**config.mk**
```make
export PLATFORM = sky130hd
export DESIGN_NAME = hdmi_colorbar_gen_flat
export DESIGN_NICKNAME = d
export VERILOG_FILES = /design/src/rtl/hdmi_colorbar_gen_if.sv /design/src/rtl/hdmi_colorbar_gen.sv /design/src/flat_wrapper.sv
export SDC_FILE = /design/constraint.sdc
export NUM_CORES = 1
export LEC_CHECK = 0
export CAP_MARGIN = 20
export CORE_ASPECT_RATIO = 0.8
export CORE_MARGIN = 2
export CORE_UTILIZATION = 50
export CTS_BUF_LIST = sky130_fd_sc_hd__clkbuf_4 sky130_fd_sc_hd__clkbuf_8 sky130_fd_sc_hd__clkbuf_16
export DETAILED_ROUTE_END_ITERATION = 16
export PLACE_DENSITY_LB_ADDON = 0.3
export REMOVE_ABC_BUFFERS = 1
export SYNTH_ARGS = -nofsm -noshare
export SYNTH_HDL_FRONTEND = slang
export SYNTH_SLANG_ARGS = --single-unit
```
**constraint.sdc**
```tcl
create_clock -name clk -period 2.35 [get_ports clk]
set_input_delay 0.5875 -clock clk [delete_from_list [all_inputs] [get_ports clk]]
set_output_delay 0.5875 -clock clk [all_outputs]
set_load 0.005 [all_outputs]
```
**src/rtl/hdmi_colorbar_gen_if.sv**
```systemverilog
// Video bus between the colour bar generator and the SiI9134 parallel input pins.
interface hdmi_colorbar_gen_if;
  logic        video_hs;
  logic        video_vs;
  logic        video_de;
  logic [15:0] video_rgb;
  logic        frame_start;

  modport master (
    output video_hs,
    output video_vs,
    output video_de,
    output video_rgb,
    output frame_start
  );

  modport slave (
    input video_hs,
    input video_vs,
    input video_de,
    input video_rgb,
    input frame_start
  );
endinterface

```
**src/rtl/hdmi_colorbar_gen.sv**
```systemverilog
// 720p-style raster generator with an 8-bar RGB565 colour pattern for the SiI9134.
// The video bus stays idle until the (synchronised) I2C configuration-done flag is high.
// Optional macro COLORBAR_SCROLL_EN: bars scroll left one pixel per frame.
module hdmi_colorbar_gen #(
  parameter int unsigned H_ACTIVE = 1280,
  parameter int unsigned H_FP     = 110,
  parameter int unsigned H_SYNC   = 40,
  parameter int unsigned H_BP     = 220,
  parameter int unsigned V_ACTIVE = 720,
  parameter int unsigned V_FP     = 5,
  parameter int unsigned V_SYNC   = 5,
  parameter int unsigned V_BP     = 20,
  parameter logic        SYNC_POL = 1'b1
) (
  input  logic                 clk,
  input  logic                 rst,
  input  logic                 cfg_done_i,
  hdmi_colorbar_gen_if.master  video_o
);

  localparam int unsigned H_TOTAL   = H_SYNC + H_BP + H_ACTIVE + H_FP;
  localparam int unsigned V_TOTAL   = V_SYNC + V_BP + V_ACTIVE + V_FP;
  localparam int unsigned HW        = $clog2(H_TOTAL);
  localparam int unsigned VW        = $clog2(V_TOTAL);
  localparam int unsigned BAR_W     = H_ACTIVE / 8;
  localparam int unsigned BW        = (BAR_W > 1) ? $clog2(BAR_W) : 1;
  localparam int unsigned H_ACT_BEG = H_SYNC + H_BP;
  localparam int unsigned H_ACT_END = H_SYNC + H_BP + H_ACTIVE;
  localparam int unsigned V_ACT_BEG = V_SYNC + V_BP;
  localparam int unsigned V_ACT_END = V_SYNC + V_BP + V_ACTIVE;
  localparam logic [HW-1:0] H_LAST  = HW'(H_TOTAL - 1);
  localparam logic [VW-1:0] V_LAST  = VW'(V_TOTAL - 1);

  typedef enum logic {StIdle, StRun} state_e;

  state_e          state_q, state_d;
  logic [1:0]      sync_q;
  logic            cfg_ok;
  logic            advance;
  logic [HW-1:0]   h_cnt_q, h_cnt_d;
  logic [VW-1:0]   v_cnt_q, v_cnt_d;
  logic            h_last, v_last, h_act, v_act;
  logic [BW-1:0]   bar_px_q, bar_px_d;
  logic [2:0]      bar_idx_q, bar_idx_d;
  logic [BW-1:0]   off_px;
  logic [2:0]      off_idx;
  logic            hs_q, hs_d, vs_q, vs_d, de_q, de_d, fs_q, fs_d;
  logic [15:0]     rgb_q, rgb_d;

  function automatic logic [15:0] bar_color(input logic [2:0] idx);
    logic [15:0] c;
    unique case (idx)
      3'd0:    c = 16'hFFFF;
      3'd1:    c = 16'hFFE0;
      3'd2:    c = 16'h07FF;
      3'd3:    c = 16'h07E0;
      3'd4:    c = 16'hF81F;
      3'd5:    c = 16'hF800;
      3'd6:    c = 16'h001F;
      default: c = 16'h0000;
    endcase
    return c;
  endfunction

  // Two-flop synchroniser for the config-done level from the I2C clock domain
  always_ff @(posedge clk or posedge rst) begin
    if (rst) sync_q <= 2'b00;
    else     sync_q <= {sync_q[0], cfg_done_i};
  end

  assign cfg_ok = sync_q[1];

  // FSM state register
  always_ff @(posedge clk or posedge rst) begin
    if (rst) state_q <= StIdle;
    else     state_q <= state_d;
  end

  // FSM next state
  always_comb begin
    state_d = state_q;
    unique case (state_q)
      StIdle: if (cfg_ok)  state_d = StRun;
      StRun:  if (!cfg_ok) state_d = StIdle;
      default: state_d = StIdle;
    endcase
  end

  assign advance = (state_q == StRun) && cfg_ok;
  assign h_last  = (h_cnt_q == H_LAST);
  assign v_last  = (v_cnt_q == V_LAST);
  assign h_act   = (32'(h_cnt_q) >= H_ACT_BEG) && (32'(h_cnt_q) < H_ACT_END);
  assign v_act   = (32'(v_cnt_q) >= V_ACT_BEG) && (32'(v_cnt_q) < V_ACT_END);

  // Raster counters; cleared on the edge that leaves RUN and held at 0 in IDLE
  always_comb begin
    h_cnt_d = '0;
    v_cnt_d = '0;
    if (advance) begin
      h_cnt_d = h_last ? '0 : h_cnt_q + HW'(1);
      v_cnt_d = v_cnt_q;
      if (h_last) v_cnt_d = v_last ? '0 : v_cnt_q + VW'(1);
    end
  end

  // Bar position of the pixel at h_cnt_q: reloaded with the scroll offset just before the
  // first active pixel, then stepped once per active pixel
  always_comb begin
    bar_px_d  = bar_px_q;
    bar_idx_d = bar_idx_q;
    if (32'(h_cnt_d) == H_ACT_BEG) begin
      bar_px_d  = off_px;
      bar_idx_d = off_idx;
    end else if (h_act) begin
      if (32'(bar_px_q) == BAR_W - 1) begin
        bar_px_d  = '0;
        bar_idx_d = bar_idx_q + 3'd1;
      end else begin
        bar_px_d  = bar_px_q + BW'(1);
      end
    end
  end

`ifdef COLORBAR_SCROLL_EN
  logic [BW-1:0] off_px_q, off_px_d;
  logic [2:0]    off_idx_q, off_idx_d;

  // Scroll offset kept as (bar, pixel-in-bar) so it wraps at H_ACTIVE without a divider;
  // it steps at the frame wrap so the frame it belongs to starts with the new value
  always_comb begin
    off_px_d  = off_px_q;
    off_idx_d = off_idx_q;
    if (state_q != StRun) begin
      off_px_d  = '0;
      off_idx_d = '0;
    end else if (advance && h_last && v_last) begin
      if (32'(off_px_q) == BAR_W - 1) begin
        off_px_d  = '0;
        off_idx_d = off_idx_q + 3'd1;
      end else begin
        off_px_d  = off_px_q + BW'(1);
      end
    end
  end

  // Scroll offset register
  always_ff @(posedge clk or posedge rst) begin
    if (rst) begin
      off_px_q  <= '0;
      off_idx_q <= '0;
    end else begin
      off_px_q  <= off_px_d;
      off_idx_q <= off_idx_d;
    end
  end

  assign off_px  = off_px_q;
  assign off_idx = off_idx_q;
`else
  assign off_px  = '0;
  assign off_idx = '0;
`endif

  // Counter and bar registers
  always_ff @(posedge clk or posedge rst) begin
    if (rst) begin
      h_cnt_q   <= '0;
      v_cnt_q   <= '0;
      bar_px_q  <= '0;
      bar_idx_q <= '0;
    end else begin
      h_cnt_q   <= h_cnt_d;
      v_cnt_q   <= v_cnt_d;
      bar_px_q  <= bar_px_d;
      bar_idx_q <= bar_idx_d;
    end
  end

  // FSM outputs: decode of the current counters, registered below
  always_comb begin
    hs_d  = ~SYNC_POL;
    vs_d  = ~SYNC_POL;
    de_d  = 1'b0;
    rgb_d = 16'h0000;
    fs_d  = 1'b0;
    if (state_q == StRun) begin
      if (32'(h_cnt_q) < H_SYNC) hs_d = SYNC_POL;
      if (32'(v_cnt_q) < V_SYNC) vs_d = SYNC_POL;
      de_d  = h_act && v_act;
      rgb_d = de_d ? bar_color(bar_idx_q) : 16'h0000;
      fs_d  = (h_cnt_q == '0) && (v_cnt_q == '0);
    end
  end

  // Output registers
  always_ff @(posedge clk or posedge rst) begin
    if (rst) begin
      hs_q  <= ~SYNC_POL;
      vs_q  <= ~SYNC_POL;
      de_q  <= 1'b0;
      rgb_q <= 16'h0000;
      fs_q  <= 1'b0;
    end else begin
      hs_q  <= hs_d;
      vs_q  <= vs_d;
      de_q  <= de_d;
      rgb_q <= rgb_d;
      fs_q  <= fs_d;
    end
  end

  assign video_o.video_hs    = hs_q;
  assign video_o.video_vs    = vs_q;
  assign video_o.video_de    = de_q;
  assign video_o.video_rgb   = rgb_q;
  assign video_o.frame_start = fs_q;

endmodule

```
**src/flat_wrapper.sv**
```systemverilog
// flat-port wrapper written by rule: the top's interface ports become plain ports
module hdmi_colorbar_gen_flat 
#(
  parameter int unsigned H_ACTIVE = 1280,
  parameter int unsigned H_FP     = 110,
  parameter int unsigned H_SYNC   = 40,
  parameter int unsigned H_BP     = 220,
  parameter int unsigned V_ACTIVE = 720,
  parameter int unsigned V_FP     = 5,
  parameter int unsigned V_SYNC   = 5,
  parameter int unsigned V_BP     = 20,
  parameter logic        SYNC_POL = 1'b1
)
  (clk, rst, cfg_done_i, video_o_video_hs, video_o_video_vs, video_o_video_de, video_o_video_rgb, video_o_frame_start);
  hdmi_colorbar_gen_if video_o_i ();
  input  logic clk;
  input  logic rst;
  input  logic cfg_done_i;
  output wire logic [$bits(video_o_i.video_hs)-1:0] video_o_video_hs;
  output wire logic [$bits(video_o_i.video_vs)-1:0] video_o_video_vs;
  output wire logic [$bits(video_o_i.video_de)-1:0] video_o_video_de;
  output wire logic [$bits(video_o_i.video_rgb)-1:0] video_o_video_rgb;
  output wire logic [$bits(video_o_i.frame_start)-1:0] video_o_frame_start;
  assign video_o_video_hs = video_o_i.video_hs;
  assign video_o_video_vs = video_o_i.video_vs;
  assign video_o_video_de = video_o_i.video_de;
  assign video_o_video_rgb = video_o_i.video_rgb;
  assign video_o_frame_start = video_o_i.frame_start;
  hdmi_colorbar_gen #(.H_ACTIVE(H_ACTIVE), .H_FP(H_FP), .H_SYNC(H_SYNC), .H_BP(H_BP), .V_ACTIVE(V_ACTIVE), .V_FP(V_FP), .V_SYNC(V_SYNC), .V_BP(V_BP), .SYNC_POL(SYNC_POL)) u_core (.clk(clk), .rst(rst), .cfg_done_i(cfg_done_i), .video_o(video_o_i));
endmodule
```
==> flow_summary.yaml <==
clock_tree:
  cts.sinks: 42
  clock_path_buffers: 2
  cts_tree: "built"
  post_cts_buffers: 0
  ctsResizeCount: 0
  cts.hold.buffers_added: 0
  insertion_delay_ns: 0.30
  cts-root-buf: "clkbuf_8"
  cts_buffers: 5
  cts_htree_levels: 2
  clkTransAtPathRegs_ns: 0.08
synth:
  ys_ff_latch: 42
  avgSynthCellArea_um2: 9.49
  synth.distinct_cells: 44
  ys_seq_area_share_pct: 42.6
  async_flop_share_pct: 100
  synth_area_leaders: "dfrtp_1 43%, ha_1 6.6%, nor2_1 4.4%, xor2_1 4.3%, buf_4 4.0%"
  syn_area_um2: 2470
  ys_top_cells_by_count: "42 x dfrtp_1, 29 x nor2_1, 25 x nand2_1"
  yosysMostFrequentCell: "dfrtp_1"
  ys.flop_type: "dfrtp_1"
  syn_inst: 260
  synth_edf_count: 0
  yosysWarnings: 0
  synth_top_area_share_pct: 42.6
  synth_area_leader_cell: "dfrtp_1"
critical_path:
  worst_setup_path_start_kind: "flop"
  end_kind: "flop"
  critPathKind: "reg -> reg"
  cp.required_ns: 2.58
  crit_path_max_fanout: 9
  arrival_ns: 2.34
global_routing:
  first_global_vias: 1701
  grt_pass1_wl_mm: 8.02
  grt-ovfl-total: 0
  grt_max_degree: 43
  grtUsageTotal_pct: 19.6
  antenna_found_initial: 0
placement:
  pre_cts_slack_ns: 0.185
  port-buffer-count: 22
  dp_hpwl_mm: 3.28
  dp.cells: 324
  gp_congestion: 0.833
timing:
  finalCriticalPeriod_ns: 2.11
  rsz0062_at_grt: "false"
  slew-limit-headroom_pct: 66.0
  finalCritPeriodShare_pct: 90.0
  skew_ns: 0.00475
  whs_ns: 0.355
  clock.fmax_mhz: 473
  slew_viol_final: 0
  fin_ws_ns: 0.235
  tightest_slew_ns: 0.510
  finalSetupViolations: 0
  final-hold-violation-count: 0
  tns_ns: 0
power_and_ir_drop:
  p_sw_share_pct: 20.9
  power_leakage_uw: 0.00124
  p_int_uw: 1040
  ir_drop_mv: 0.397
  cellPowerDensity_nw_per_um2: 479
  total_power_uw: 1320
  clkPwrFrac_pct: 40.5
  p_switching_uw: 275
  pwr-share-comb_pct: 3.8
  seqPwrFrac_pct: 55.7
finish:
  diodes: 0
  layout.cells.non_filler: 332
  nFillCells: 414
  synthToLayoutAreaGrowth_pct: 11.8
  fin_nets: 287
  drive_above_1_share_pct: 10.7
drt:
  drt_iter0_drc: 120
  drt-wirelength-per-cell_um: 13.8
  via_count: 1854
  ant_nets: 0
  vias_per_cell: 5.58
  drc: 0
  wirelength_mm: 4.59
  first_pass_iters: 4
run_status:
  outcome: "finished, final reports clean"
die:
  num_io_pins: 23
  start_util_pct: 52.7
  die_w_um: 82.5
  num_rows: 22
  die_y_um: 66.8
  dieArea_um2: 5510
  core_um2: 4680
flow_run:
  cap_violations: 0
worst_hold_path:
  hp-class: "reg -> reg"
-- cell type report --
class,count,area [um2],area share (%)
well taps,60,75.1,2.72
multi-input cells,185,1230,44.6
clock buffers,8,110,3.99
repair buffers,26,250,9.07
flip-flops and latches,42,1050,38.1
inverters,11,41.3,1.50
-- cells in the final DEF (no fill, tap or decap), types with 6 or more instances in the layout --
master / netlist / final
nand2_1: 25 / 25
xor2_1: 12 / 12
nand4_1: 6 / 6
xnor2_1: 7 / 7
nor3_1: 9 / 9
nand3_1: 7 / 7
inv_1: 10 / 9
nor2_1: 29 / 29
clkbuf_8: 0 / 8
o21ai_0: 9 / 9
o21ai_1: 6 / 6
dfrtp_1: 42 / 42
and3_1: 8 / 8
ha_1: 13 / 13
a21oi_1: 6 / 6
clkdlybuf4s50_1: 0 / 22
-- cell families (layout without fill, tap and decap cells) --
group,after synthesis,after routing,synth area share [%]
AO/OA/AOI/OAI,40,40,11.4
XOR/XNOR,19,19,6.75
adder cells (fa/ha/maj),13,13,6.60
buffers and inverters,33,45,7.76
flip-flops,42,42,42.6
multiplexers,4,4,1.67
AND/OR/NAND/NOR,109,109,23.2
-- per-stage QoR --
step / util (%) / area, um2
global placement: 56.4 / 2640
global route: 58.9 / 2760
finish: 58.9 / 2760
CTS: 58.8 / 2750
floorplan: - / 2320
detailed placement: 56.4 / 2640
-- power groups by stage --
| stage | Clock, uW | Combinational (uW) | Sequential, uW |
|---|---|---|---|
| 6_report | 535 | 50.2 | 735 |
| 5_1_grt | 587 | 58.6 | 735 |
| 4_1_cts | 547 | 51.9 | 735 |
| 3_5_place_dp | 0 | 51.9 | 749 |
| 3_3_place_gp | 0 | 52.2 | 749 |
| 2_1_floorplan | 0 | 29.4 | 748 |
-- per-layer routing --
| layer | track usage, % | up-vias | share of wire, % |
|---|---|---|---|
| li1 | - | 906 | - |
| met1 | 27.6 | 880 | 48 |
| met2 | 29.2 | 61 | 45 |
| met3 | 4.88 | 7 | 5.6 |
| met4 | 6.97 | 0 | 1.5 |
| met5 | 0 | - | 0 |
-- final timing paths --
path	start	to	slack, ns	cells after the start
worst min-delay path	u_core.sync_q[0]$_DFF_PP0_	u_core.sync_q[1]$_DFF_PP0_	0.36	0
worst max register to register	u_core.h_cnt_q[2]$_DFF_PP0_	u_core.v_cnt_q[7]$_DFFE_PP0P_	0.24	6
worst max-delay path	u_core.h_cnt_q[2]$_DFF_PP0_	u_core.v_cnt_q[7]$_DFFE_PP0P_	0.24	6
max in group asynchronous	rst	u_core.h_cnt_q[3]$_DFF_PP0_	1.28	3
min in group asynchronous	rst	u_core.v_cnt_q[4]$_DFFE_PP0P_	0.71	3
worst min register to register	u_core.sync_q[0]$_DFF_PP0_	u_core.sync_q[1]$_DFF_PP0_	0.36	0
-- worst max-delay path, stage by stage (launching register included) --
cell and delay (ns):
dfrtp_1 0.49, or2_1 0.30, or4_4 0.58, or2_4 0.31, inv_2 0.13, nand4_1 0.11, o21ai_1 0.13
-- sequential cells by signal, summed over array words and instances (netlist names) --
| name | count |
|---|---|
| u_core.video_o.video_rgb | 3 |
| u_core.sync_q | 2 |
| u_core.h_cnt_q | 11 |
| u_core.video_o.video_de | 1 |
| u_core.video_o.frame_start | 1 |
| u_core.video_o.video_hs | 1 |
| u_core.v_cnt_q | 10 |
| u_core.bar_px_q | 8 |
| u_core.video_o.video_vs | 1 |
| u_core.bar_idx_q | 3 |
| u_core.state_q | 1 |
Power figures use the tool's default switching activity.
